**src/rtl/if_prefetch_stage.sv**
```systemverilog
// Instruction-fetch prefetch stage: owns the fetch PC, looks up I-cache and
// BTB combinationally, issues one outstanding memory read on a miss, refills
// the cache, and queues {inst, pc, prediction} entries for ID.
//
// Ports:
//   clk, rst (async, active-low)
//   flush, flush_pc                      redirect from EX
//   cache_addr/cache_hit/cache_val       I-cache lookup
//   fill_en/fill_addr/fill_data          cache refill strobe (mem_done cycle)
//   mem_req/mem_addr/mem_done/mem_data   single-outstanding memory read
//   btb_addr/btb_hit/btb_target          branch target buffer lookup
//   id_valid/id_ready/id_inst/id_pc/id_pred_taken/id_pred_target  queue head
module if_prefetch_stage #(
  parameter int unsigned       ADDR_W   = 32,
  parameter int unsigned       INST_W   = 32,
  parameter int unsigned       DEPTH    = 4,
  parameter logic [ADDR_W-1:0] RESET_PC = '0
) (
  input  logic              clk,
  input  logic              rst,
  input  logic              flush,
  input  logic [ADDR_W-1:0] flush_pc,
  output logic [ADDR_W-1:0] cache_addr,
  input  logic              cache_hit,
  input  logic [INST_W-1:0] cache_val,
  output logic              fill_en,
  output logic [ADDR_W-1:0] fill_addr,
  output logic [INST_W-1:0] fill_data,
  output logic              mem_req,
  output logic [ADDR_W-1:0] mem_addr,
  input  logic              mem_done,
  input  logic [INST_W-1:0] mem_data,
  output logic [ADDR_W-1:0] btb_addr,
  input  logic              btb_hit,
  input  logic [ADDR_W-1:0] btb_target,
  output logic              id_valid,
  input  logic              id_ready,
  output logic [INST_W-1:0] id_inst,
  output logic [ADDR_W-1:0] id_pc,
  output logic              id_pred_taken,
  output logic [ADDR_W-1:0] id_pred_target
);

  localparam int unsigned PTR_W = (DEPTH > 1) ? $clog2(DEPTH) : 1;
  localparam int unsigned CNT_W = PTR_W + 1;

  typedef enum logic [1:0] {
    FETCH = 2'd0,
    MISS  = 2'd1,
    DRAIN = 2'd2
  } state_e;

  state_e            state_q, state_d;
  logic [ADDR_W-1:0] pc_q, pc_d;
  logic [ADDR_W-1:0] req_pc_q, req_pc_d;
  logic [ADDR_W-1:0] req_target_q, req_target_d;
  logic              req_taken_q, req_taken_d;
  logic              reserved_q, reserved_d;
  logic [PTR_W-1:0]  head_q, head_d, tail_q, tail_d;
  logic [CNT_W-1:0]  count_q, count_d;

  logic [INST_W-1:0] q_inst_q   [DEPTH];
  logic [ADDR_W-1:0] q_pc_q     [DEPTH];
  logic              q_taken_q  [DEPTH];
  logic [ADDR_W-1:0] q_target_q [DEPTH];

  logic              push_en, pop_en, fill_c, room;
  logic [INST_W-1:0] push_inst;
  logic [ADDR_W-1:0] push_pc, push_target, npred;
  logic              push_taken;

  // Next-state, queue control and refill decode
  always_comb begin
    npred        = btb_hit ? btb_target : pc_q + ADDR_W'(4);
    // Reservation for an in-flight miss counts as occupied so its push always fits
    room         = (count_q + CNT_W'(reserved_q)) < CNT_W'(DEPTH);
    state_d      = state_q;
    pc_d         = pc_q;
    req_pc_d     = req_pc_q;
    req_taken_d  = req_taken_q;
    req_target_d = req_target_q;
    reserved_d   = reserved_q;
    push_en      = 1'b0;
    push_inst    = cache_val;
    push_pc      = pc_q;
    push_taken   = btb_hit;
    push_target  = npred;
    pop_en       = id_valid && id_ready;
    fill_c       = 1'b0;

    case (state_q)
      FETCH: begin
        if (flush) begin
          pc_d = flush_pc;
        end else if (room) begin
          if (cache_hit) begin
            push_en = 1'b1;
            pc_d    = npred;
          end else begin
            req_pc_d     = pc_q;
            req_taken_d  = btb_hit;
            req_target_d = npred;
            reserved_d   = 1'b1;
            state_d      = MISS;
          end
        end
      end
      MISS: begin
        push_inst   = mem_data;
        push_pc     = req_pc_q;
        push_taken  = req_taken_q;
        push_target = req_target_q;
        if (mem_done) begin
          fill_c     = 1'b1;
          reserved_d = 1'b0;
          state_d    = FETCH;
          if (!flush) begin
            push_en = 1'b1;
            pc_d    = req_target_q;
          end
        end else if (flush) begin
          state_d = DRAIN;
        end
        if (flush) pc_d = flush_pc;
      end
      DRAIN: begin
        // Request cannot be cancelled; the word still refills the cache
        if (mem_done) begin
          fill_c  = 1'b1;
          state_d = FETCH;
        end
        if (flush) pc_d = flush_pc;
      end
      default: state_d = FETCH;
    endcase

    // Flush wins over any same-cycle queue activity
    if (flush) begin
      push_en    = 1'b0;
      pop_en     = 1'b0;
      reserved_d = 1'b0;
      head_d     = '0;
      tail_d     = '0;
      count_d    = '0;
    end else begin
      head_d  = head_q + PTR_W'(pop_en);
      tail_d  = tail_q + PTR_W'(push_en);
      count_d = count_q + CNT_W'(push_en) - CNT_W'(pop_en);
    end
  end

  // Control state registers
  always_ff @(posedge clk or negedge rst) begin
    if (!rst) begin
      state_q      <= FETCH;
      pc_q         <= RESET_PC;
      req_pc_q     <= '0;
      req_taken_q  <= 1'b0;
      req_target_q <= '0;
      reserved_q   <= 1'b0;
      head_q       <= '0;
      tail_q       <= '0;
      count_q      <= '0;
    end else begin
      state_q      <= state_d;
      pc_q         <= pc_d;
      req_pc_q     <= req_pc_d;
      req_taken_q  <= req_taken_d;
      req_target_q <= req_target_d;
      reserved_q   <= reserved_d;
      head_q       <= head_d;
      tail_q       <= tail_d;
      count_q      <= count_d;
    end
  end

  // Queue storage
  always_ff @(posedge clk or negedge rst) begin
    if (!rst) begin
      for (int i = 0; i < int'(DEPTH); i++) begin
        q_inst_q[i]   <= '0;
        q_pc_q[i]     <= '0;
        q_taken_q[i]  <= 1'b0;
        q_target_q[i] <= '0;
      end
    end else if (push_en) begin
      q_inst_q[tail_q]   <= push_inst;
      q_pc_q[tail_q]     <= push_pc;
      q_taken_q[tail_q]  <= push_taken;
      q_target_q[tail_q] <= push_target;
    end
  end

  assign cache_addr     = pc_q;
  assign btb_addr       = pc_q;
  assign mem_req        = (state_q != FETCH);
  assign mem_addr       = mem_req ? req_pc_q : '0;
  assign fill_en        = fill_c;
  assign fill_addr      = fill_c ? req_pc_q : '0;
  assign fill_data      = fill_c ? mem_data : '0;
  assign id_valid       = (count_q != '0);
  assign id_inst        = q_inst_q[head_q];
  assign id_pc          = q_pc_q[head_q];
  assign id_pred_taken  = q_taken_q[head_q];
  assign id_pred_target = q_target_q[head_q];

endmodule

```
**config.mk**
```make
export PLATFORM = sky130hd
export DESIGN_NAME = if_prefetch_stage
export DESIGN_NICKNAME = d
export VERILOG_FILES = /design/src/rtl/if_prefetch_stage.sv
export SDC_FILE = /design/constraint.sdc
export NUM_CORES = 1
export LEC_CHECK = 0
export ABC_AREA = 1
export CAP_MARGIN = 20
export CORE_UTILIZATION = 43
export CTS_CLUSTER_SIZE = 40
export DETAILED_ROUTE_END_ITERATION = 6
export GPL_TIMING_DRIVEN = 1
export PLACE_DENSITY = 0.72
export SLEW_MARGIN = 20
export SYNTH_ARGS = -nofsm -noshare
export SYNTH_HDL_FRONTEND = slang
export SYNTH_SLANG_ARGS = --single-unit
```
**constraint.sdc**
```tcl
create_clock -name clk -period 7.3 [get_ports clk]
set_input_delay 1.825 -clock clk [delete_from_list [all_inputs] [get_ports clk]]
set_output_delay 1.825 -clock clk [all_outputs]
set_load 0.01 [all_outputs]
```
==> reports/metrics.yaml <==
run_status:
  status: "finished, final reports clean"
routing:
  routed-wl-met2_mm: 40.6
  drtIter0Drc: 2716
  drtPass1Iterations: 6
  vias_per_cell: 5.39
  post_drt_wl_per_cell_um: 18.9
  drtAntennaViolNets: 0
  wl_met3_mm: 6.45
  num_vias: 24500
  top_layer_used: "met5"
  drc: 0
  wirelength_mm: 85.6
  drt-met1-wl_mm: 35.6
yosys:
  synth_flop_cell: "dfrtp_1"
  syn-num-nets: 3658
  synth_area_mm2: 0.0254
  synth-seq-area-share_pct: 48.8
  syn_area_per_cell_um2: 7.23
  yosys-top-cells-count: "nand2_1, dfrtp_1, o21ai_0"
  async_flop_share_pct: 100
  yosys.cell_types.count: 31
  synth_top_area_share_pct: 48.8
  yosysMostFrequentCell: "nand2_1"
  synth_edf_count: 0
  ys_seq_elements: 495
  synth_warnings: 0
  syn_inst: 3513
  ys_top_cells_by_area: "dfrtp_1, nand2_1, o21ai_0"
  yosysTopAreaCell: "dfrtp_1"
layout:
  area_growth_pct: 22.8
  nets: 3878
  drive_above_1_share_pct: 4.48
clock_network:
  cts_setup_buffers: 0
  post_cts_resized: 0
  clock-sinks: 495
  clock_latency_ps: 600
  cts_buffer_depth: 3
  clkTransAtPathRegs_ps: 60
  cts-root-buf: "clkbuf_16"
  cts_tree: "built"
  cts_hold_buf: 0
  htreeDepth: 2
  cts-buffers-inserted: 54
pwr:
  finalPower_mw: 14.5
  p_per_area_mw_per_mm2: 464
  p_leak_nw: 15.6
  ir_worst_vdd_uv: 392
floorplanning:
  initial_core_util_pct: 43.8
  die_h_um: 245
  dieArea_mm2: 0.0600
  io_pins: 395
  fp.dieW_um: 245
  core_mm2: 0.0580
  rows: 88
sta:
  tightestPinTransition_ps: 1140
  tns_ps: 0
  final.setup_skew_ps: 12.8
  fin_crit_ps: 5770
  worst_slack_ps: 1530
  hold_viol_final: 0
  maxSlewViolCount: 0
  max_clock_freq_mhz: 173
  fin_crit_sh_pct: 79.1
  maxSlewHeadroom_pct: 23.9
  rsz0062_at_grt: "false"
  setup_violations: 0
placement:
  dp_slack_ps: 1560
  place.gp.congestion: 0.944
  hpwlAfterDp_mm: 54.2
  io_buffers: 394
critical_path:
  crit_required_ps: 5480
  crit_path_frequent_cell: "clkdlybuf4s50_1"
  cp_cell_sequence: "clkdlybuf4s50_1 > nand2_2 > buf_4 > nor2_1 > clkdlybuf4s50_1"
  path_buf_inv: 3
  cp_max_fo: 36
  critPathKind: "in -> out"
  cp_slowest_cell: "clkdlybuf4s50_1"
  critPathArrivalTime_ps: 3950
  cpPeakStageDelay_ps: 560
  start_kind: "primary input"
  endpoint_kind: "primary output"
  critical_path.top_delay_family: "buffers and inverters"
global_route:
  grt_usage_pct: 28.2
  antenna_found_initial: 3
  grt_max_degree: 156
  grt-ovfl-total: 0
  grt_pass1_vias: 23100
  grt_pass1_wl_mm: 133
flow_run:
  cap_violations: 0
min_path:
  holdCritPathClass: "reg -> reg"
## final cells by class
cell class                      instances  area, µm²
Antenna cell                            2       5.00
Clock buffer                           73       1510
Clock inverter                         25        297
Fill cell                            5466      26800
Inverter                              155        593
Multi-Input combinational cell       2602      11200
Sequential cell                       495      12400
Tap cell                              765        957
Timing Repair Buffer                  425       4230
## kinds of logic (layout without fill, tap and decap cells)
family,Yosys count,after routing,synth area share (%)
fa+ha+maj,10,10,0.522
compound gates,566,566,12.2
xor+xnor,5,5,0.172
other cells,0,2,0
flops,495,495,48.8
mux,1,1,0.0394
buf+inv,416,678,7.39
simple gates,2020,2020,30.9
## registers in the layout, indices dropped and copies added, names as in the netlist
name	cells
req_target_q	32
q_target_q	128
q_inst_q	128
req_taken_q	1
head_q	2
q_pc_q	128
tail_q	2
count_q	3
btb_addr	32
reserved_q	1
req_pc_q	32
q_taken_q	4
state_q	2
## report_power, final
part / internal [mW] / leakage (nW) / total [mW] / switching (mW)
Clock: 1.66 / 0.886 / 2.82 / 1.16
Sequential: 3.74 / 6.52 / 4.51 / 0.767
Combinational: 2.76 / 8.20 / 7.15 / 4.39
Total: 8.17 / 15.6 / 14.5 / 6.32
## final timing paths
check,to,start,slack (ps),cells after the start
worst min-delay path,q_pc_q[88],q_pc_q[88],470,2
max in group asynchronous,q_inst_q[78],rst,4590,2
worst max register to register,q_pc_q[121],state_q[1],3250,11
min in group asynchronous,q_target_q[58],rst,1320,1
worst max-delay path,fill_data[22],mem_done,1530,5
worst min register to register,q_pc_q[88],q_pc_q[88],470,2
## tightest hold or removal path: stages (launching register included)
cell	delay, ps
dfrtp_1	330
nand2_1	50
nand2_1	50
## cell usage in the layout, fill, tap and decap left out, types with 3 or more instances in the layout
master,instances
o211ai_1,6
buf_12,4
nand2_1,1463
nor2_1,369
or2_2,28
clkbuf_16,55
o22ai_1,97
xnor2_1,3
o21ai_1,3
nand4_1,3
o21ai_0,393
clkdlybuf4s50_1,392
clkinv_2,17
a221o_1,4
a21oi_1,35
ha_1,8
clkbuf_8,7
bufinv_16,6
clkinvlp_4,4
a221oi_1,24
buf_4,27
nand3_1,147
nand3_4,4
inv_1,146
dfrtp_1,493
clkbuf_1,11
## metal layers
layer	GRT usage, %	up-vias
met3	4.71	173
li1	-	11600
met5	0	-
met2	45.9	1033
met1	37.7	11700
met4	10.5	4
## per-stage QoR
step / instance area (µm²) / utilization, % / hold WS, ps / std cells
6_report: 31200 / 53.8 / 472 / 4542
5_1_grt: 31200 / 53.7 / 487 / 4540
4_1_cts: 31200 / 53.7 / 476 / 4540
3_5_place_dp: 29400 / 50.6 / 460 / 4442
3_3_place_gp: 29400 / 50.6 / 456 / 4442
2_1_floorplan: 25400 / - / 444 / 3513
Note: power is estimated with default switching activity, not from simulation.
